`src/rtl/duck_pkg.sv`:
```
// Shared types and screen constants for the duck spawn path.
package duck_pkg;

   localparam int SCREEN_W = 1024;
   localparam int SCREEN_H = 768;

   typedef enum logic [2:0] {
      IDLE    = 3'd0,
      CAPTURE = 3'd1,
      DELAY   = 3'd2,
      PRESENT = 3'd3,
      DONE    = 3'd4
   } spawner_state_t;

   typedef struct packed {
      logic [10:0] x;
      logic        dir;
      logic [1:0]  speed;
   } spawn_req_t;

endpackage

```
`src/rtl/spawn_delay_timer.sv`:
```
// Down-counter for the inter-spawn delay; expired is high while the count is zero.
module spawn_delay_timer (
   input  logic        clk,
   input  logic        rst_n,
   input  logic        load,
   input  logic        clear,
   input  logic [31:0] count,
   output logic        expired
);

   logic [31:0] count_reg;

   always_ff @(posedge clk or negedge rst_n) begin
      if (!rst_n) begin
         count_reg <= '0;
      end else if (clear) begin
         count_reg <= '0;
      end else if (load) begin
         count_reg <= count;
      end else if (count_reg != '0) begin
         count_reg <= count_reg - 32'd1;
      end
   end

   assign expired = (count_reg == '0);

endmodule

```
`src/rtl/duck_spawner.sv`:
```
// Turns one LFSR word per duck into a delayed, handshaked spawn request
// for a round of MAX_DUCKS ducks.
module duck_spawner
   import duck_pkg::*;
#(
   parameter int RAND_W     = 16,
   parameter int X_MIN      = 32,
   parameter int X_SPAN     = 960,
   parameter int DELAY_BASE = 1_000_000,
   parameter int DELAY_STEP = 4_000_000,
   parameter int MAX_DUCKS  = 10
) (
   input  logic              clk,
   input  logic              rst_n,
   input  logic              start,
   input  logic [RAND_W-1:0] random,
   output logic              rand_en,
   output logic              spawn_valid,
   input  logic              spawn_ready,
   output logic [10:0]       spawn_x,
   output logic              spawn_dir,
   output logic [1:0]        spawn_speed,
   output logic [3:0]        ducks_left,
   output logic              round_done
);

   spawner_state_t state_reg, state_next;
   spawn_req_t     req_reg;
   logic [RAND_W-1:0] rnd_q;
   logic [31:0]    x_prod;
   logic [31:0]    delay_count;
   logic           abort;
   logic           accept;
   logic           expired;

   // rnd_q is the word seen during CAPTURE; the LFSR steps on the same edge.
   assign rnd_q       = random;
   assign x_prod      = 32'(rnd_q[9:0]) * 32'(X_SPAN);
   assign delay_count = 32'(DELAY_BASE) + 32'(rnd_q[15:13]) * 32'(DELAY_STEP);

   assign abort  = !start && (state_reg == CAPTURE || state_reg == DELAY || state_reg == PRESENT);
   assign accept = start && (state_reg == PRESENT) && spawn_ready;

   always_ff @(posedge clk or negedge rst_n) begin
      if (!rst_n) begin
         state_reg <= IDLE;
      end else begin
         state_reg <= state_next;
      end
   end

   always_comb begin
      state_next = state_reg;
      case (state_reg)
         IDLE:    if (start) state_next = CAPTURE;
         CAPTURE: state_next = start ? DELAY : IDLE;
         DELAY: begin
            if (!start)       state_next = IDLE;
            else if (expired) state_next = PRESENT;
         end
         PRESENT: begin
            if (!start)      state_next = IDLE;
            else if (accept) state_next = (ducks_left == 4'd1) ? DONE : CAPTURE;
         end
         DONE:    if (!start) state_next = IDLE;
         default: state_next = IDLE;
      endcase
   end

   always_ff @(posedge clk or negedge rst_n) begin
      if (!rst_n) begin
         req_reg    <= '0;
         ducks_left <= '0;
         round_done <= 1'b0;
      end else begin
         round_done <= accept && (ducks_left == 4'd1);
         if (state_reg == IDLE && start) begin
            ducks_left <= 4'(MAX_DUCKS);
         end else if (abort) begin
            ducks_left <= '0;
         end else if (accept) begin
            ducks_left <= ducks_left - 4'd1;
         end
         if (state_reg == CAPTURE && start) begin
            req_reg.x     <= 11'(32'(X_MIN) + (x_prod >> 10));
            req_reg.dir   <= rnd_q[10];
            req_reg.speed <= rnd_q[12:11];
         end
      end
   end

   spawn_delay_timer u_timer (
      .clk     (clk),
      .rst_n   (rst_n),
      .load    (state_reg == CAPTURE),
      .clear   (abort),
      .count   (delay_count),
      .expired (expired)
   );

   assign rand_en     = (state_reg == CAPTURE);
   assign spawn_valid = (state_reg == PRESENT);
   assign spawn_x     = req_reg.x;
   assign spawn_dir   = req_reg.dir;
   assign spawn_speed = req_reg.speed;

endmodule

```
`config.mk`:
```
export PLATFORM = sky130hd
export DESIGN_NAME = duck_spawner
export DESIGN_NICKNAME = d
export VERILOG_FILES = /design/src/rtl/duck_pkg.sv /design/src/rtl/spawn_delay_timer.sv /design/src/rtl/duck_spawner.sv
export SDC_FILE = /design/constraint.sdc
export NUM_CORES = 1
export LEC_CHECK = 0
export BUFFER_PORTS_ARGS = -buffer_cell sky130_fd_sc_hd__buf_2
export CAP_MARGIN = 30
export CORE_MARGIN = 2
export CORE_UTILIZATION = 61
export DETAILED_ROUTE_END_ITERATION = 10
export PLACE_DENSITY = 0.82
export SLEW_MARGIN = 20
export SYNTH_ARGS = -nofsm -noshare
export SYNTH_HDL_FRONTEND = slang
export SYNTH_HIERARCHICAL = 1
export SYNTH_SLANG_ARGS = --single-unit
```
`constraint.sdc`:
```
create_clock -name clk -period 3.1 [get_ports clk]
set_input_delay 0.155 -clock clk [delete_from_list [all_inputs] [get_ports clk]]
set_output_delay 0.155 -clock clk [all_outputs]
set_load 0.01 [all_outputs]
```
==> results of run 1 <==
-- cell usage after synthesis (all sizes together), types with 8 or more instances --
| master | number | area [um^2] |
|---|---|---|
| buf | 8 | 46.3 |
| or4 | 8 | 67.6 |
| xnor2 | 18 | 158 |
| nor3 | 27 | 135 |
| nand3 | 8 | 40.0 |
| dfrtp | 54 | 1350 |
| nand2b | 23 | 144 |
| fa | 19 | 380 |
| xor2 | 32 | 280 |
| nor4 | 15 | 93.8 |
| nor2 | 30 | 113 |
| nand2 | 34 | 128 |
| a21oi | 17 | 85.1 |
| o21ai | 16 | 83.8 |
| clkbuf | 15 | 56.3 |
| ha | 30 | 375 |
| inv | 46 | 173 |
| or3 | 8 | 55.1 |
| o211a | 17 | 170 |
-- power by group through the flow --
stage / registers, uW / logic, uW / clock network (uW)
final: 1240 / 1950 / 384
after CTS: 1230 / 1940 / 396
after floorplan: 1230 / 1320 / 0
after global routing: 1280 / 2180 / 428
after detailed placement: 1240 / 1940 / 0
after global placement: 1230 / 1830 / 0
-- through the flow --
stage	TNS, ns	total power [uW]	instances
global route	0	3890	674
CTS	0	3570	674
floorplan	0	2540	507
finish	0	3570	674
detailed placement	-0.989	3180	666
global placement	-0.317	3060	666
-- metal layers --
metal  vias to the layer above  wire [um]  share of wire [%]
met1                      1822       3870                 40
met2                        75       5210                 54
met3                        22        369                3.8
met5                         -          0                  0
met4                         0        257                2.6
li1                       1859          -                  -
-- what timing repair did --
action	in CTS	in global routing
hold buffers	1	0
gates resized for setup	0	8
endpoints found under the hold margin	25	0
endpoints found under the setup margin	0	6
-- layout make-up --
class | count | area, um^2 | area share, %
Timing Repair Buffer | 84 | 533 | 10.2
Inverter | 46 | 176 | 3.38
Clock buffer | 5 | 68.8 | 1.32
Tap cell | 99 | 124 | 2.37
Clock inverter | 2 | 15.0 | 0.288
Multi-Input combinational cell | 384 | 2950 | 56.5
Sequential cell | 54 | 1350 | 25.9
-- worst max-delay path, cell delays in order --
cell and delay, ns:
buf_2 0.10, clkinvlp_4 0.12, buf_4 0.16, fa_1 0.52, inv_1 0.04, ha_1 0.29
ha_1 0.34, inv_1 0.07, or4b_1 0.49, a22oi_1 0.18, a211oi_1 0.07, buf_4 0.14
or4_1 0.42, nand3_1 0.11
-- how the worst min path moves through the flow --
stage	from	end	depth (start not counted)	slack (ns)
detailed placement	rst_n	u_timer/count_reg[21]$_DFFE_PN0P_	1	0.20
global placement	rst_n	u_timer/count_reg[21]$_DFFE_PN0P_	1	0.18
floorplan	rst_n	ducks_left[0]$_DFFE_PN0P_	0	-0.14
global route	random[10]	spawn_dir$_DFFE_PN0P_	3	0.01
CTS	random[10]	spawn_dir$_DFFE_PN0P_	3	0.02
finish	random[10]	spawn_dir$_DFFE_PN0P_	3	0.03
-- logic make-up (layout without fill, tap and decap cells) --
logic type                 count (synthesis)  after routing  share of synthesized area [%]
and+or+nand+nor                          184            184                           22.5
AOI/OAI and AO/OA                         81             81                           13.5
buffers and inverters                     69            137                           6.10
DFF                                       54             54                           29.9
xor gates and xnor gates                  50             50                           9.70
adders and majority gates                 49             49                           16.7
muxes                                      6              6                           1.33
other                                      2             14                          0.166
==> metrics.csv, run 1 <==
stage;metric;value;unit
finish;n_antenna_cell;0;
drt;drcViolationCount;0;
status;status;completed;
power;p_per_area;684;nW/um^2
power;p_clk_share;10.8;%
place;gp_congestion;0.799;
power;switchingPower;1480;uW
drt;finalWirelength;9700;um
drt;drt_iter0_drc;149;
sta;finClkSkew;0.00940;ns
min_path;min_path_type;input pin to register;
power;p_int;2080;uW
sta;setup_viol;0;
global_route;grt_pass1_wl;17000;um
setup_path;critPathCaptureType;register;
sta;fin_crit_sh;95.7;%
global_route;grt_use_met3;4.95;%
sta;maxSlewViolCount;0;
sta;fmax;337;MHz
floorplan;core;7210;um^2
sta;tightestPinTransition;0.598;ns
yosys;synth_edf_count;0;
power;ir_worst_vdd;0.337;mV
floorplan;die_x;90.0;um
power;power_frac_seq;34.6;%
global_route;grt_pass1_vias;3858;
sta;finalHoldViolations;0;
floorplan;initial_utilization;62.6;%
finish;nFillCells;542;
cts;cts_buffers;5;
cts;cts_buffer_depth;2;
power;switching_share;41.6;%
floorplan;rows;31;
finish;drive_gt1_share;19.8;%
setup_path;cp.required;3.35;ns
floorplan;die_h;90.0;um
place;placed_area;5120;um^2
finish;final_cell_area;5220;um^2
yosys;ys_seq_area_share;29.9;%
global_route;use_met2;47.1;%
run;cap_violations;0;
drt;vias;3778;
place;place_ws;-0.245;ns
setup_path;crit_type;input pin to register;
yosys;synthFlopType;dfrtp_1;
setup_path;startpoint;random[7];
yosys;syn_inst;495;
finish;final_util;72.4;%
power;pwr-share-comb;54.6;%
cts;cts.sinks;54;
sta;min_period;2.97;ns
finish;syn2layout_area_growth;15.6;%
global_route;use_met1;28.7;%
global_route;grt_usage;25.4;%
place;dp_hpwl;7670;um
power;leakagePower;0.00264;uW
yosys;yosysWarnings;6;
setup_path;critPathCapture;spawn_x[8]$_DFFE_PN0P_;
sta;rsz0062_at_grt;no;
cts;clk_latency;0.31;ns
setup_path;worstPathArrival;3.21;ns
global_route;grt_overflow_total;0;
finish;fin_nets;644;
cts;cts-root-buf;clkbuf_8;
finish;final_cell_mix;53 x dfrtp_1, 43 x buf_4, 41 x inv_1;
drt;wl_per_cell;14.4;um
setup_path;path_max_fanout;4;
global_route;antenna_found_initial;0;
finish;largest_reg_flops;32;
yosys;ys_ff_latch;54;
floorplan;dieArea;8110;um^2
setup_path;rr_worst_depth;12;
drt;ant_nets;0;
setup_path;startpoint_type;input pin;
cts;clk_pin_slew;0.10;ns
setup_path;r2r_start;u_timer/count_reg[0]$_DFFE_PN0P_;
cts;cts_tree;done;
global_route;grt_max_degree;48;
cts;post-cts-setup-buffers;0;
yosys;synth.distinct_cells;58;
yosys;syn_area;4520;um^2
yosys;avgSynthCellArea;9.12;um^2
floorplan;io_pins;41;
setup_path;regToRegSetupSlack;0.29;ns
place;numPortBuffers;40;
sta;maxSlewHeadroom;60.1;%
sta;setup_ws;0.134;ns
finish;layout_commonest_cell;dfrtp_1;
yosys;async_reset_ff_share;100;%
drt;firstDrtPassIters;4;
cts;h-tree-depth;2;
sta;whs;0.0323;ns
drt;avgViaCountPerCell;5.61;
global_route;top_usage_layer;met2;
setup_path;r2r-end;state_reg[0]$_DFFE_PN0P_;
Power figures use the tool's default switching activity.
==> inputs of run 2 (changes only) <==
--- a/config.mk
+++ b/config.mk
@@ -8,9 +8,9 @@
 export BUFFER_PORTS_ARGS = -buffer_cell sky130_fd_sc_hd__buf_2
 export CAP_MARGIN = 30
 export CORE_MARGIN = 2
-export CORE_UTILIZATION = 61
+export CORE_UTILIZATION = 56
 export DETAILED_ROUTE_END_ITERATION = 10
-export PLACE_DENSITY = 0.82
+export PLACE_DENSITY = 0.76
 export SLEW_MARGIN = 20
 export SYNTH_ARGS = -nofsm -noshare
 export SYNTH_HDL_FRONTEND = slang
==> constraint.sdc (replaced) <==
create_clock -name clk -period 3.77 [get_ports clk]
set_input_delay 0.1885 -clock clk [delete_from_list [all_inputs] [get_ports clk]]
set_output_delay 0.1885 -clock clk [all_outputs]
set_load 0.01 [all_outputs]
==> run 2 against run 1 <==
Compared with the run above: flip-flop and latch count did not move; die area up 8.5%; clock power up 24%; combinational power is 28% lower; sequential power down 19%.
==> metrics.csv, run 2 (synthesis results as in run 1) <==
stage;metric;value;unit
power;pwr-share-comb;48.5;%
sta;fmax;306;MHz
setup_path;startpoint_type;input pin;
min_path;min_path_type;input pin to register;
global_route;grt_pass1_vias;3584;
drt;wl_per_cell;13.5;um
sta;maxSlewViolCount;0;
floorplan;dieArea;8800;um^2
place;gp_congestion;0.892;
sta;setup_viol;0;
finish;nFillCells;650;
global_route;grt_use_met3;3.53;%
cts;h-tree-depth;2;
finish;final_cell_area;4980;um^2
sta;maxSlewHeadroom;40.7;%
global_route;antenna_found_initial;0;
cts;cts_buffer_depth;2;
setup_path;path_max_fanout;5;
setup_path;worstPathArrival;3.45;ns
global_route;grt_usage;21.9;%
drt;avgViaCountPerCell;5.49;
finish;n_antenna_cell;0;
global_route;grt_max_degree;41;
global_route;use_met1;26.7;%
power;p_clk_share;16.5;%
setup_path;cp.required;3.96;ns
drt;firstDrtPassIters;4;
floorplan;die_x;93.8;um
status;status;completed;
power;power_frac_seq;35.0;%
sta;whs;0.0609;ns
global_route;grt_overflow_total;0;
sta;finalHoldViolations;0;
drt;finalWirelength;8660;um
setup_path;crit_type;input pin to register;
global_route;grt_pass1_wl;15700;um
sta;finClkSkew;0.0130;ns
floorplan;rows;32;
finish;largest_reg_flops;32;
place;placed_area;4820;um^2
cts;cts.sinks;54;
power;switchingPower;1150;uW
finish;fin_nets;605;
floorplan;initial_utilization;58.1;%
cts;cts_tree;done;
global_route;top_usage_layer;met2;
drt;drcViolationCount;0;
place;dp_hpwl;6620;um
floorplan;core;7770;um^2
run;cap_violations;0;
power;leakagePower;0.00250;uW
sta;rsz0062_at_grt;no;
power;switching_share;39.9;%
global_route;use_met2;40.1;%
power;p_int;1730;uW
finish;final_util;64.1;%
cts;post-cts-setup-buffers;0;
floorplan;die_h;93.8;um
cts;cts_buffers;5;
finish;drive_gt1_share;12.5;%
cts;cts_resized;0;
power;ir_worst_vdd;0.258;mV
sta;tightestPinTransition;0.883;ns
cts;clk_latency;0.31;ns
cts;clk_pin_slew;0.09;ns
drt;ant_nets;0;
finish;layout_commonest_cell;dfrtp_1;
sta;tns;0;ns
drt;vias;3510;
sta;min_period;3.26;ns
finish;syn2layout_area_growth;10.2;%
finish;final_cell_mix;54 x dfrtp_1, 46 x inv_1, 40 x buf_2;
drt;drt_iter0_drc;145;
power;p_per_area;580;nW/um^2
cts;cts-root-buf;clkbuf_8;
floorplan;io_pins;41;
sta;fin_crit_sh;86.6;%
setup_path;critPathCaptureType;register;
place;numPortBuffers;40;
## run 2: changes by cell type in the layout (fill, tap and decap cells not counted), sizes merged
cell	before	now
buf	83	44
inv	45	46
clkbuf	5	6
clkinvlp	3	0
bufinv	0	2
## run 2: cell type report
class                           count  area (um^2)  area share [%]
Multi-Input combinational cell    384         2940            59.1
Sequential cell                    54         1350            27.2
Timing Repair Buffer               45          240            4.83
Inverter                           46          173            3.47
Tap cell                          102          128            2.56
Clock buffer                        6         82.6            1.66
Clock inverter                      2         60.1            1.21
## run 2: stage by stage
step                setup WS (ns)  power, uW  cells
finish                      0.507       2890    639
global placement            0.354       2380    630
floorplan                   0.587       2090    507
detailed placement          0.195       2420    630
global route                0.190       3160    639
CTS                         0.502       2910    639
## run 2: worst paths after layout
kind                                              startpoint                           endpoint  slack (ns)  depth (start not counted)
setup / recovery                                   random[7]            spawn_x[10]$_DFFE_PN0P_        0.51                         12
hold / removal                                    random[12]         spawn_speed[1]$_DFFE_PN0P_        0.06                          3
setup reg to reg           u_timer/count_reg[10]$_DFFE_PN0P_           state_reg[0]$_DFFE_PN0P_        0.82                         10
hold reg to reg                       spawn_x[4]$_DFFE_PN0P_             spawn_x[4]$_DFFE_PN0P_        0.48                          2
max in group asynchronous                              rst_n             spawn_x[9]$_DFFE_PN0P_        2.63                          3
min in group asynchronous                              rst_n  u_timer/count_reg[16]$_DFFE_PN0P_        0.30                          2
## run 2: critical path: stages
cell	delay (ns)
buf_2	0.09
inv_1	0.22
fa_1	0.49
fa_1	0.51
inv_1	0.04
ha_1	0.34
a21oi_1	0.27
o211ai_1	0.20
a41o_2	0.33
xor2_1	0.30
nand2_1	0.12
o41ai_1	0.35
## run 2: power by group through the flow
stage / combinational, uW / clock [uW] / sequential, uW
final: 1400 / 476 / 1010
after global routing: 1600 / 509 / 1050
after CTS: 1410 / 488 / 1010
after detailed placement: 1400 / 0 / 1020
after global placement: 1370 / 0 / 1010
after floorplan: 1080 / 0 / 1010
## run 2: what timing repair did
item / in CTS / in global routing
hold buffers: 1 / 0
endpoints found under the hold margin: 14 / 0
setup endpoints to repair: 0 / 0
## run 2: routing by layer
metal	up-vias	part of all wire, %	wire [um]
met3	11	3.1	266
met2	42	50	4370
met5	-	0	0
met4	0	1.3	114
li1	1783	-	-
met1	1674	45	3910
==> inputs of run 3 (changes only) <==
--- a/config.mk
+++ b/config.mk
@@ -7,7 +7,7 @@
 export LEC_CHECK = 0
 export BUFFER_PORTS_ARGS = -buffer_cell sky130_fd_sc_hd__buf_2
 export CAP_MARGIN = 30
-export CORE_MARGIN = 2
+export CORE_MARGIN = 1
 export CORE_UTILIZATION = 56
 export DETAILED_ROUTE_END_ITERATION = 10
 export PLACE_DENSITY = 0.76
==> run 3 against run 2 <==
Compared with the run above: the flow now finishes with violations (negative hold slack); die area fell by 4.2%; first-iteration DRC count fell by 0.69%; critical path depth unchanged; worst setup slack better by 0.058 ns; core utilization shrank 0.23 points; largest power group unchanged.
==> metrics.csv, run 3 (synthesis results as in run 1) <==
stage;metric;value;unit
status;status;finished with violations;
status;violations;negative hold slack;
drt;firstDrtPassIters;4;
global_route;grt_usage;21.8;%
global_route;grt_pass1_vias;3408;
cts;cts_buffer_depth;2;
drt;avgViaCountPerCell;5.56;
sta;fmax;312;MHz
finish;largest_reg_flops;32;
floorplan;io_pins;41;
setup_path;critPathCaptureType;register;
global_route;grt_use_met3;3.07;%
setup_path;cp.required;3.96;ns
sta;rsz0062_at_grt;no;
floorplan;die_h;91.8;um
drt;ant_nets;0;
sta;finalHoldViolations;9;
floorplan;initial_utilization;58.1;%
finish;syn2layout_area_growth;9.81;%
place;numPortBuffers;40;
global_route;use_met1;27.7;%
global_route;grt_max_degree;55;
setup_path;worstPathArrival;3.40;ns
sta;whs;-0.0153;ns
setup_path;rr_worst_depth;10;
floorplan;die_x;91.8;um
finish;fin_nets;604;
global_route;use_met2;39.1;%
global_route;top_usage_layer;met2;
cts;cts.sinks;54;
finish;final_cell_mix;54 x dfrtp_1, 46 x inv_1, 40 x buf_2;
setup_path;path_max_fanout;5;
sta;tns;0;ns
cts;cts-root-buf;clkbuf_8;
drt;vias;3545;
drt;finalWirelength;8700;um
finish;n_antenna_cell;0;
finish;drive_gt1_share;12.5;%
cts;cts_tree;done;
power;p_per_area;582;nW/um^2
drt;drcViolationCount;0;
finish;layout_commonest_cell;dfrtp_1;
setup_path;regToRegSetupSlack;0.81;ns
setup_path;startpoint_type;input pin;
sta;maxSlewHeadroom;47.2;%
global_route;grt_overflow_total;0;
sta;maxSlewViolCount;0;
floorplan;rows;32;
sta;setup_viol;0;
drt;wl_per_cell;13.6;um
place;dp_hpwl;6480;um
min_path;min_path_type;input pin to async pin;
cts;cts_hold_buf;0;
power;leakagePower;0.00249;uW
floorplan;dieArea;8430;um^2
cts;clk_latency;0.31;ns
setup_path;crit_type;input pin to register;
sta;min_period;3.21;ns
global_route;grt_pass1_wl;15100;um
sta;tightestPinTransition;0.792;ns
place;gp_congestion;0.869;
cts;cts_resized;0;
cts;clk_pin_slew;0.10;ns
global_route;antenna_found_initial;0;
sta;fin_crit_sh;85.0;%
sta;finClkSkew;0.00977;ns
cts;post-cts-setup-buffers;0;
cts;h-tree-depth;2;
power;ir_worst_vdd;0.250;mV
drt;drt_iter0_drc;144;
run;cap_violations;0;
floorplan;core;7770;um^2
cts;cts_buffers;5;
## run 3: changes by cell type in the layout (fill, tap and decap cells not counted), sizes merged
cell         previous run  this run
buf                    44        43
clkinv                  0         1
dlygate4sd3             1         0
## run 3: final timing paths
kind,startpoint,to
worst min register to register,spawn_x[8]$_DFFE_PN0P_,spawn_x[8]$_DFFE_PN0P_
min in group clk,random[11],spawn_speed[0]$_DFFE_PN0P_
worst min-delay path,rst_n,u_timer/count_reg[16]$_DFFE_PN0P_
max in group asynchronous,rst_n,u_timer/count_reg[2]$_DFFE_PN0P_
worst max-delay path,random[7],spawn_x[10]$_DFFE_PN0P_
worst max register to register,u_timer/count_reg[10]$_DFFE_PN0P_,state_reg[0]$_DFFE_PN0P_
## run 3: power breakdown
| group | internal [uW] | total, uW | switching (uW) |
|---|---|---|---|
| Combinational | 646 | 1410 | 764 |
| Sequential | 804 | 1010 | 210 |
| Clock | 266 | 462 | 196 |
## run 3: area by class of cell
cell class / count / area [um^2]
multi-input combinational: 384 / 2940
fill: 657 / 2810
sequential: 54 / 1350
timing repair buffer: 44 / 228
inverter: 46 / 173
tap: 102 / 128
clock buffer: 5 / 68.8
clock inverter: 3 / 68.8
## run 3: metal layers
layer / up-vias / part of all wire, %
met3: 5 / 2.8
met5: - / 0
met1: 1722 / 45
li1: 1777 / -
met4: 0 / 0.75
met2: 41 / 51
## run 3: metrics by stage
stage | std cells | power (uW) | utilization [%] | cell area, um^2 | setup slack [ns]
3_5_place_dp | 629 | 2430 | 62.0 | 4820 | 0.257
3_3_place_gp | 629 | 2380 | 62.0 | 4820 | 0.358
5_1_grt | 638 | 3140 | 63.8 | 4960 | 0.252
2_1_floorplan | 507 | 2090 | - | 4560 | 0.587
6_report | 638 | 2890 | 63.8 | 4960 | 0.565
4_1_cts | 637 | 2910 | 63.8 | 4950 | 0.564
## run 3: worst max-delay path, stage by stage
cell	delay, ns
buf_2	0.09
inv_1	0.22
fa_1	0.50
fa_1	0.52
inv_1	0.04
ha_1	0.35
a21oi_1	0.26
o211ai_1	0.19
a41o_2	0.34
xor2_1	0.29
nand2_1	0.09
o41ai_1	0.32
